===== config.mk =====
export PLATFORM = sky130hd
export DESIGN_NAME = ssd_scan_controller
export DESIGN_NICKNAME = d
export VERILOG_FILES = /design/src/rtl/ssd_scan_controller.sv
export SDC_FILE = /design/constraint.sdc
export NUM_CORES = 1
export LEC_CHECK = 0
export ABC_AREA = 1
export CORE_ASPECT_RATIO = 1.1
export CORE_MARGIN = 2
export CORE_UTILIZATION = 55
export DETAILED_ROUTE_END_ITERATION = 7
export MAX_ROUTING_LAYER = met4
export PLACE_DENSITY = 0.78
export SYNTH_ARGS = -nofsm -noshare
export SYNTH_HDL_FRONTEND = slang
export SYNTH_SLANG_ARGS = --single-unit

===== constraint.sdc =====
create_clock -name clk -period 1.8 [get_ports clk]
set_input_delay 0.18 -clock clk [delete_from_list [all_inputs] [get_ports clk]]
set_output_delay 0.18 -clock clk [all_outputs]
set_load 0.005 [all_outputs]

===== src/rtl/ssd_scan_controller.sv =====
// Seven-segment scan controller: buffers the last two UART bytes and multiplexes
// four digits with a blanking window at the start of each digit period.
module ssd_scan_controller #(
    parameter int unsigned CLKS_PER_DIGIT = 208_333,
    parameter int unsigned BLANK_CYCLES   = 2_500
) (
    input  logic       clk,
    input  logic       rst,
    input  logic [7:0] rx_data,
    input  logic       rx_valid,
    input  logic       clr,
    output logic [3:0] dig_sel,
    output logic [3:0] nibble,
    output logic       dash,
    output logic       frame_tick
);

    localparam int unsigned CW = (CLKS_PER_DIGIT > 1) ? $clog2(CLKS_PER_DIGIT) : 1;
    localparam logic [CW-1:0] TC    = CW'(CLKS_PER_DIGIT - 1);
    localparam logic [CW-1:0] BLANK = CW'(BLANK_CYCLES);

    // idx is the scan state; it advances only at prescaler terminal count.
    typedef enum logic [1:0] {D0, D1, D2, D3} digit_t;

    digit_t        idx, idx_next;
    logic [CW-1:0] cnt, cnt_next;
    logic          tc;

    logic [7:0] slot0, slot1;
    logic       v0, v1;

    logic [3:0] sel_next;
    logic [3:0] nibble_next;
    logic       dash_next;
    logic       frame_next;

    always_ff @(posedge clk) begin
        if (rst) begin
            cnt <= '0;
            idx <= D0;
        end else begin
            cnt <= cnt_next;
            idx <= idx_next;
        end
    end

    always_comb begin
        tc       = (cnt == TC);
        cnt_next = tc ? '0 : cnt + 1'b1;
        idx_next = idx;
        if (tc) begin
            case (idx)
                D0:      idx_next = D1;
                D1:      idx_next = D2;
                D2:      idx_next = D3;
                default: idx_next = D0;
            endcase
        end
    end

    // A simultaneous clr and rx_valid leaves only the new byte valid.
    always_ff @(posedge clk) begin
        if (rst) begin
            slot0 <= 8'h00;
            slot1 <= 8'h00;
            v0    <= 1'b0;
            v1    <= 1'b0;
        end else if (rx_valid) begin
            slot1 <= slot0;
            slot0 <= rx_data;
            v0    <= 1'b1;
            v1    <= clr ? 1'b0 : v0;
        end else if (clr) begin
            v0 <= 1'b0;
            v1 <= 1'b0;
        end
    end

    always_comb begin
        sel_next    = 4'b1111;
        nibble_next = 4'h0;
        dash_next   = 1'b1;
        case (idx)
            D0: begin
                sel_next    = 4'b1110;
                nibble_next = slot0[3:0];
                dash_next   = !v0;
            end
            D1: begin
                sel_next    = 4'b1101;
                nibble_next = slot0[7:4];
                dash_next   = !v0;
            end
            D2: begin
                sel_next    = 4'b1011;
                nibble_next = slot1[3:0];
                dash_next   = !v1;
            end
            default: begin
                sel_next    = 4'b0111;
                nibble_next = slot1[7:4];
                dash_next   = !v1;
            end
        endcase
        // Data still follows idx while blanked so it has settled before enable.
        if (cnt < BLANK) begin
            sel_next = 4'b1111;
        end
        frame_next = tc && (idx == D3);
    end

    always_ff @(posedge clk) begin
        if (rst) begin
            dig_sel    <= 4'b1111;
            nibble     <= 4'h0;
            dash       <= 1'b1;
            frame_tick <= 1'b0;
        end else begin
            dig_sel    <= sel_next;
            nibble     <= nibble_next;
            dash       <= dash_next;
            frame_tick <= frame_next;
        end
    end

endmodule


After elaboration in Yosys (flattened, before gate mapping)
Index checks and enable logic that the tools add are counted. Widths: inputs -> output; s select.

Register bits: 48. Bits of input ports: 12. Output and inout bits: 10. Word-level logic and storage cells: 32.

Add/sub/neg operators: 1. $lt $le $gt $ge: 1. Eq/ne operators: 4. Multiplexer cells: 8. Reductions and logical operators: 8.

Operator list (number): $pmux 4 s3 (2); $add 18x1->18 const B (1); $eq 18x18->1 const B (1); $lt 18x12->1 const B (1); $pmux 2 s3 (1); $reduce_or 2->1 (3); $mux 1 (5); $eq 2x2->1 const B (2); $eq 2x1->1 const B (1); $logic_not 1->1 (2); $logic_not 2->1 (1); $reduce_bool 2->1 (1); $logic_and 1x1->1 (1).

Depth between registers and ports, before layout
Gate-level depths: netlist (run 1).

Depth in word-level cells: 3. Mapped depth: 9. Depth with buffers taken out: 9.

Worst setup path after synthesis (run 1)
OpenSTA, ideal clock, no wires.

Kind: reg2reg. From: reg cnt[0]. To: reg cnt[12]. Setup time: 0.114 ns. Arrival time: 1.160 ns. Required time: 1.686 ns. Setup slack: 0.525 ns. Stages on the path, launching flop included: 9. Path buffers: 1. Period minus slack after synthesis: 1.275 ns. Cell sequence: dfxtp_1 inv_1 ha_1 nand4_1 nor2_1 nand3_1 nand2_2 buf_6 nor2_1.

Cells in the longest elaborated chain, start to end: 2. Elaborated cells on any way between the ends: 3. Classes of those cells: add/sub (1); eq/ne (1); reduce/logical (1).

RTL lines: start: declaration (RTL line 26) `logic [CW-1:0] cnt, cnt_next;`; start signal: assignment (RTL line 42) `cnt <= cnt_next;`; parallel branches: the longest is 2 deep, another holds $add 18x1->18.

Parallel ways; which one is timed is not known. A chain may end at the register's enable or synchronous reset.

Final worst setup path (run 1)
From: reg cnt[0]. To: reg cnt[7].

Same word-level chain as after synthesis.

==> results of run 1 <==
[worst max-delay path by stage]
| stage | startpoint | to | slack [ns] | cells after the start |
|---|---|---|---|---|
| 2_1_floorplan | cnt[0] | cnt[12] | 0.53 | 8 |
| 3_3_place_gp | rst | nibble[1] | 0.35 | 5 |
| 3_5_place_dp | rst | nibble[3] | 0.33 | 5 |
| 4_1_cts | cnt[0] | cnt[10] | 0.32 | 7 |
| 5_1_grt | cnt[0] | cnt[12] | 0.17 | 6 |
| 6_report | cnt[0] | cnt[7] | 0.32 | 7 |
[per-layer routing]
layer	vias up	global-route usage (%)
met4	0	10.0
met2	63	39.2
li1	938	-
met3	15	4.87
met5	-	-
met1	843	28.1
[Yosys cell counts, drive strengths merged, types with 5 or more instances]
| cell type | count |
|---|---|
| nand3 | 17 |
| nand4 | 5 |
| ha | 7 |
| a21oi | 10 |
| inv | 20 |
| dfxtp | 48 |
| clkbuf | 6 |
| o21ai | 21 |
| nor2 | 74 |
| xor2 | 8 |
| nand2 | 45 |
[area by class of cell]
type	instances	area (um^2)	share of cell area [%]
repair buffers	23	225	9.15
flip-flops and latches	48	961	39.0
clock buffers	5	68.8	2.80
multi-input cells	203	1010	41.0
clock inverters	2	60.1	2.44
inverters	20	75.1	3.05
well taps	50	62.6	2.54
[per-stage QoR]
step	util, %	total power (uW)	setup slack (ns)	hold WS (ns)	instances
detailed placement	64.3	1270	0.328	0.467	344
finish	67.9	2150	0.318	0.447	351
global placement	64.3	1270	0.353	0.456	344
CTS	67.9	2160	0.324	0.441	351
floorplan	-	1220	0.525	0.252	279
global route	67.9	2230	0.173	0.470	351
[power by group]
part	total [uW]	switching, uW	internal (uW)
clock	903	357	547
combinational	127	64.7	62.0
sequential	1120	22.9	1100
[critical path, stage by stage, from the launching register on]
cell and delay, ns:
dfxtp_1 0.36, inv_1 0.08, ha_1 0.18, nand4_1 0.09
nor2_1 0.15, nand3_1 0.12, nand2_2 0.30, nor2_1 0.09
[cells by family (layout without fill, tap and decap cells)]
logic type,after synthesis,after routing
XOR/XNOR,12,12
adder cells (fa/ha/maj),7,7
flip-flops,48,48
AND/OR/NAND/NOR,147,147
buffers and inverters,28,50
AO/OA/AOI/OAI,37,37
[registers in the layout, indices dropped and copies added, names as in the netlist]
signal and cells:
dig_sel 4, dash 1, frame_tick 1, slot0 8, cnt 18, slot1 8, v1 1, v0 1
idx 2, nibble 4
==> impl_metrics.json, run 1 <==
{
  "ys_warn_count": 0,
  "wl_met2_mm": 2.00,
  "clock_latency_ns": 0.31,
  "status": "complete, no violations",
  "clk_pin_slew_ns": 0.09,
  "syn_area_um2": 2080,
  "avgSynthCellArea_um2": 7.47,
  "cp-end-kind": "register",
  "hpwl_mm": 2.94,
  "ys_seq_elements": 48,
  "fin_crit_ns": 1.48,
  "vdd_drop_max_mv": 0.652,
  "synth_xor_xnor_area_share_pct": 5.05,
  "clock_skew_ns": 0.0151,
  "worst_pin_slew_ns": 0.473,
  "met3_length_um": 224,
  "rows": 23,
  "fin_area_um2": 2460,
  "drtIter0Drc": 126,
  "highest_layer": "met4",
  "cts_tree": "built",
  "drive_above_1_share_pct": 4.65,
  "numCtsBuffers": 5,
  "drt_first_pass_iters": 4,
  "synthDistinctLibCells": 23,
  "dieHeight_um": 68.6,
  "clock_sinks": 48,
  "synth_top_area_share_pct": 46.1,
  "synth_ff_type": "dfxtp_1",
  "worstRegToRegCells": 7,
  "n_fill_cell": 332,
  "routed_via_density": 5.30,
  "grt_pass1_vias": 1743,
  "path_max_fanout": 18,
  "initial_core_util_pct": 57.5,
  "hold_start": "rx_data[0]",
  "ys_seq_area_share_pct": 46.1,
  "hold_buffers": 0,
  "worst_hold_path.endpoint": "slot0[0]",
  "clk_path_buf_depth": 2,
  "placed_area_um2": 2330,
  "antenna_found_initial": 0,
  "slew_violations": 0,
  "track_usage_pct": 23.4,
  "drc": 0,
  "fmax_mhz": 675,
  "gr-total-overflow": 0,
  "num_vias": 1859,
  "core_um2": 3630,
  "synth-simple-area-share_pct": 29.7,
  "finalSetupViolCount": 0,
  "synth_top_family_by_area": "simple AND/OR/NAND/NOR gates",
  "crit_required_ns": 1.98,
  "fin_tns_setup_ns": 0,
  "synth-compound-area-share_pct": 9.49,
  "worst-r2r-setup-slack_ns": 0.32,
  "layout_commonest_cell": "nor2_1",
  "grt_max_degree": 22,
  "r2r_start": "cnt[0]",
  "syn-num-nets": 298,
  "ctsResizeCount": 0,
  "synthCells": 279,
  "hold_viol": 0,
  "htree_levels": 2,
  "synth.mux.area_fraction_pct": 0,
  "slew_headroom_pct": 68.5,
  "netlist_top_cells_area": "dfxtp_1 46%, nor2_1 13%, nand2_1 7.9%, o21ai_0 5.0%, ha_1 4.2%",
  "nets": 320,
  "post_cts.repair.setup_buffers": 0,
  "postSynth.asyncResetShare_pct": 0,
  "grt_first_pass_wirelength_mm": 7.58,
  "worstPathArrival_ns": 1.66,
  "rsz0062_at_grt": "false",
  "power_leakage_uw": 0.000921,
  "antenna_cells": 0,
  "synthAdderAreaFrac_pct": 4.20,
  "synth_top_cell_by_area": "dfxtp_1",
  "place.gp.congestion": 0.922,
  "worstHoldPathCells": 3,
  "finalCritPeriodShare_pct": 82.3,
  "die_w_um": 62.7,
  "power_density_nw_per_um2": 874,
  "synth_edf_count": 0,
  "clock-root-buffer": "clkbuf_8",
  "wl_mm": 4.36,
  "die-area_um2": 4300,
  "io_buffers": 21,
  "final_cell_mix": "72 x nor2_1, 48 x dfxtp_1, 44 x nand2_1, 21 x o21ai_0, 21 x clkdlybuf4s50_1",
  "crit_type": "reg -> reg",
  "ant_nets": 0,
  "io_pins": 22,
  "worst_setup_path_start_kind": "register",
  "wl_per_cell_um": 12.4,
  "met1Wirelength_mm": 2.02,
  "maxCapViolations": 0,
  "min_path_type": "in -> reg",
  "syn_to_final_growth_pct": 18.1,
  "r2r_end": "cnt[7]"
}
No activity file was read; power rests on OpenSTA's default activity.
==> run 2: changes to the inputs <==
CORE_UTILIZATION = 50   (was 55)
PLACE_DENSITY = 0.75   (was 0.78)
clock period = 1.3 ns   (was 1.8 ns; I/O delays follow)
==> impl_metrics.json, run 2 (synthesized netlist as in run 1, its figures left out) <==
{
  "worst-r2r-setup-slack_ns": -0.11,
  "cts_tree": "built",
  "wl_mm": 5.23,
  "worstHoldPathCells": 3,
  "die_w_um": 65.5,
  "core_um2": 3990,
  "clock_latency_ns": 0.31,
  "status": "complete, but fails checks",
  "slowest_stage": "dfxtp_1",
  "rows": 24,
  "min_path_type": "in -> reg",
  "ant_nets": 0,
  "grt_first_pass_wirelength_mm": 8.05,
  "maxCapViolations": 0,
  "fin_ws_ns": -0.109,
  "hold_start": "rx_data[0]",
  "crit_type": "reg -> reg",
  "path_cells": "nand2_1 > inv_1 > nand2_1 > nor2_2 > nand3_2 > nand2_4 > clkbuf_16 > a21oi_1",
  "clock_sinks": 48,
  "clock-root-buffer": "clkbuf_8",
  "dieHeight_um": 71.7,
  "antenna_found_initial": 0,
  "finalSetupViolCount": 18,
  "worstPathArrival_ns": 1.61,
  "worstRegToRegCells": 8,
  "hold_viol": 0,
  "final_cell_mix": "59 x nor2_1, 44 x nand2_1, 41 x dfxtp_1, 32 x buf_4",
  "seq_area_um2": 972,
  "nets": 354,
  "largestRegisters": "cnt (18), slot0 (8), slot1 (8)",
  "path_max_fanout": 5,
  "cp_common_cell": "nand2_1",
  "clk_pin_slew_ns": 0.09,
  "numCtsBuffers": 5,
  "drive_above_1_share_pct": 22.6,
  "power_density_nw_per_um2": 1010,
  "post-place-ws_ns": -0.0684,
  "fin_crit_ns": 1.41,
  "track_usage_pct": 22.4,
  "regMostFlops": "cnt",
  "worst_hold_path.endpoint": "slot0[0]",
  "initial_core_util_pct": 52.2,
  "drc": 0,
  "gr-total-overflow": 0,
  "cp-end-kind": "register",
  "antenna_cells": 0,
  "clk_path_buf_depth": 2,
  "drt_first_pass_iters": 4,
  "finalCritPeriodShare_pct": 108,
  "fin_tns_setup_ns": -1.52,
  "slew_violations": 0,
  "num_vias": 2060,
  "layout_commonest_cell": "nor2_1",
  "syn_to_final_growth_pct": 36.5,
  "worst_setup_path_start_kind": "register",
  "place.gp.congestion": 0.920,
  "slew_headroom_pct": 68.3,
  "multiInputGateArea_um2": 1090,
  "fin_area_um2": 2840,
  "cpPeakStageDelay_ns": 0.42,
  "htree_levels": 2,
  "grt_pass1_vias": 1884,
  "r2r_end": "cnt[17]",
  "clock_skew_ns": 0.00756,
  "vdd_drop_max_mv": 0.662,
  "io_pins": 22,
  "routed_via_density": 5.31,
  "hpwl_mm": 3.22,
  "crit_required_ns": 1.50,
  "hold_buffers": 0,
  "placed_area_um2": 2570,
  "r2r_start": "cnt[3]",
  "rsz0062_at_grt": "true",
  "violations": "negative setup slack",
  "wl_per_cell_um": 13.5,
  "io_buffers": 21,
  "n_fill_cell": 301,
  "largest_reg_flops": 18,
  "drtIter0Drc": 182,
  "die-area_um2": 4700,
  "fmax_mhz": 710,
  "worst_pin_slew_ns": 0.475,
  "power_leakage_uw": 0.00113,
  "grt_max_degree": 19
}
-- run 2: changes by cell type in the layout (fill, tap and decap cells not counted), moves of 2 or more --
cell / delta
buf_4: +30
nor2_1: -13
nor2_2: +12
dfxtp_1: -7
dfxtp_2: +6
nand3_1: -3
nand3_2: +3
a21oi_1: -2
a21oi_2: +2
clkbuf_16: +2
inv_1: -2
inv_2: +2
-- run 2: through the flow --
step	utilization (%)	power (uW)	hold slack, ns	instances
after floorplan	-	1680	0.202	279
after global placement	64.4	1790	0.466	376
after detailed placement	64.4	1790	0.470	376
after CTS	67.4	2830	0.401	385
after global routing	71.2	2980	0.429	388
final	71.2	2870	0.400	388
-- run 2: metal layers --
layer  share of wire, %  vias to the layer above  track usage [%]
li1                   -                     1013                -
met1                 41                      941             27.7
met2                 48                       83             35.6
met3                7.3                       23             4.71
met4                3.4                        0             9.03
met5                  0                        -                -
-- run 2: report_power, final --
group / switching [uW] / internal [uW]
sequential: 31.4 / 1520
combinational: 113 / 134
clock: 497 / 571
total: 641 / 2230
-- run 2: what timing repair did --
item | in CTS | in global routing
resized for setup | 2 | 31
pin swaps | 1 | 12
cloned | 0 | 3
buffers inserted | 1 | 1
endpoints found under the setup margin | 18 | 25
-- run 2: worst max-delay path by stage --
| stage | cells after the start | from | end | slack [ns] |
|---|---|---|---|---|
| 2_1_floorplan | 8 | cnt[0] | cnt[12] | 0.03 |
| 4_1_cts | 8 | cnt[0] | cnt[9] | -0.05 |
| 3_5_place_dp | 6 | cnt[0] | cnt[12] | -0.07 |
| 5_1_grt | 8 | cnt[0] | cnt[17] | -0.13 |
| 6_report | 8 | cnt[3] | cnt[17] | -0.11 |
| 3_3_place_gp | 8 | cnt[0] | cnt[12] | -0.02 |
-- run 2: final cells by class --
cell class | count | share of cell area, %
tap | 52 | 2.29
clock inverter | 2 | 1.23
timing repair buffer | 57 | 18.7
multi-input combinational | 203 | 38.4
clock buffer | 6 | 2.55
inverter | 20 | 2.64
sequential | 48 | 34.2
-- run 2: critical path, delay by kind of cell, from the launching register on --
kind                   cells  cell delay (ns)
buffers and inverters      2             0.25
and+or+nand+nor            5             0.60
DFF                        1             0.42
AOI/OAI and AO/OA          1             0.04
==> run 3: changes to the inputs <==
CORE_ASPECT_RATIO = 0.9   (was 1.1)
==> impl_metrics.json, run 3 (synthesized netlist as in run 1, its figures left out) <==
{
  "status": "complete, no violations",
  "slew_violations": 0,
  "clock_skew_ns": 0.00368,
  "rows": 22,
  "power_density_nw_per_um2": 1040,
  "power.net_switching_uw": 663,
  "fin_ws_ns": 0.00637,
  "clock-root-buffer": "clkbuf_8",
  "utilization_pct": 68.1,
  "worstPathArrival_ns": 1.53,
  "pwr-share-clk_pct": 38.4,
  "numCtsBuffers": 5,
  "cts_tree": "built",
  "slew_headroom_pct": 67.6,
  "drive_above_1_share_pct": 19.3,
  "finalSetupViolCount": 0,
  "vdd_drop_max_mv": 0.728,
  "wl_mm": 4.60,
  "io_pins": 22,
  "intPower_uw": 2210,
  "fin_crit_ns": 1.29,
  "nets": 344,
  "min_path_type": "in -> reg",
  "fmax_mhz": 773,
  "crit_required_ns": 1.54,
  "grt_first_pass_wirelength_mm": 7.84,
  "clk_pin_slew_ns": 0.09,
  "place.gp.congestion": 0.876,
  "grt_pass1_vias": 1777,
  "antenna_cells": 0,
  "antenna_found_initial": 0,
  "die-area_um2": 4700,
  "syn_to_final_growth_pct": 32.3,
  "num_vias": 1938,
  "power_leakage_uw": 0.00106,
  "htree_levels": 2,
  "drtIter0Drc": 129,
  "clock_latency_ns": 0.30,
  "crit_type": "reg -> reg",
  "rsz0062_at_grt": "true",
  "track_usage_pct": 21.4,
  "wl_per_cell_um": 12.3,
  "worst_setup_path_start_kind": "register",
  "pwr-share-comb_pct": 7.5,
  "hpwl_mm": 3.11,
  "fin_tns_setup_ns": 0,
  "largest_reg_flops": 18,
  "worst_pin_slew_ns": 0.486,
  "core_um2": 4050,
  "switching_share_pct": 23.1,
  "io_buffers": 21,
  "die_w_um": 72.0,
  "largestRegisters": "cnt (18), slot0 (8), slot1 (8)",
  "finalCritPeriodShare_pct": 99.5,
  "power_frac_seq_pct": 54.1,
  "gr-total-overflow": 0,
  "cp-end-kind": "register",
  "grt_max_degree": 21,
  "drt_first_pass_iters": 4,
  "routed_via_density": 5.18,
  "hold_viol": 0,
  "post-place-ws_ns": -0.0760,
  "regMostFlops": "cnt",
  "clock_sinks": 48,
  "path_max_fanout": 3,
  "drc": 0,
  "dieHeight_um": 65.2,
  "maxCapViolations": 0,
  "final_cell_mix": "67 x nor2_1, 44 x nand2_1, 38 x dfxtp_1, 24 x buf_4",
  "clk_path_buf_depth": 2,
  "initial_core_util_pct": 51.5,
  "layout_commonest_cell": "nor2_1",
  "ant_nets": 0
}
-- run 3: cell count changes in the layout (fill, tap and decap cells not counted), moves of 2 or more --
cell	delta
a21oi_1	+2
a21oi_2	-2
buf_4	-8
clkbuf_16	-2
dfxtp_1	-3
dfxtp_4	+3
ha_1	-2
nor2_1	+8
nor2_2	-10
nor2_4	+2
-- run 3: repair_timing --
action	in CTS	in global routing
endpoints found under the setup margin	18	26
resized for setup	11	26
pin swaps	1	5
hold buffers	0	0
setup buffers	1	1
-- run 3: path summary, 6_finish.rpt --
kind               from   endpoint  slack [ns]  cells past startpoint
max reg2reg      cnt[1]    cnt[16]       0.006                      6
max              cnt[1]    cnt[16]       0.006                      6
min reg2reg    slot0[7]  nibble[3]        0.48                      2
min          rx_data[0]   slot0[0]        0.40                      3
-- run 3: layout make-up --
cell class,count,area [um^2]
timing repair buffer,47,422
tap,48,60.1
clock buffer,5,68.8
inverter,20,77.6
fill,301,1290
multi-input combinational,203,1100
sequential,48,983
clock inverter,3,46.3
-- run 3: per-layer routing --
metal | global-route usage, % | vias up | part of all wire [%]
met4 | 6.84 | 0 | 1.0
met1 | 28.9 | 889 | 47
met2 | 32.5 | 53 | 47
met5 | - | - | 0
met3 | 4.29 | 6 | 5.7
li1 | - | 990 | -
-- run 3: power by group through the flow --
stage | Clock [uW] | Combinational (uW) | Sequential (uW)
2_1_floorplan | 0 | 105 | 1580
3_5_place_dp | 0 | 203 | 1580
3_3_place_gp | 0 | 198 | 1580
6_report | 1100 | 216 | 1560
5_1_grt | 1180 | 244 | 1560
4_1_cts | 1130 | 213 | 1550
-- run 3: worst max-delay path: stages, from the launching register on --
cell and delay, ns:
dfxtp_4 0.39, ha_4 0.15, nand3_4 0.09, buf_6 0.14
nor3_4 0.20, nand3_1 0.11, a21oi_1 0.15
-- run 3: through the flow --
stage / cells / cell area (um^2) / total power, uW / hold slack, ns
5_1_grt: 374 / 2760 / 2990 / 0.405
6_report: 374 / 2760 / 2870 / 0.399
3_5_place_dp: 364 / 2510 / 1790 / 0.468
4_1_cts: 373 / 2660 / 2900 / 0.393
3_3_place_gp: 364 / 2510 / 1780 / 0.462
2_1_floorplan: 279 / 2080 / 1680 / 0.202
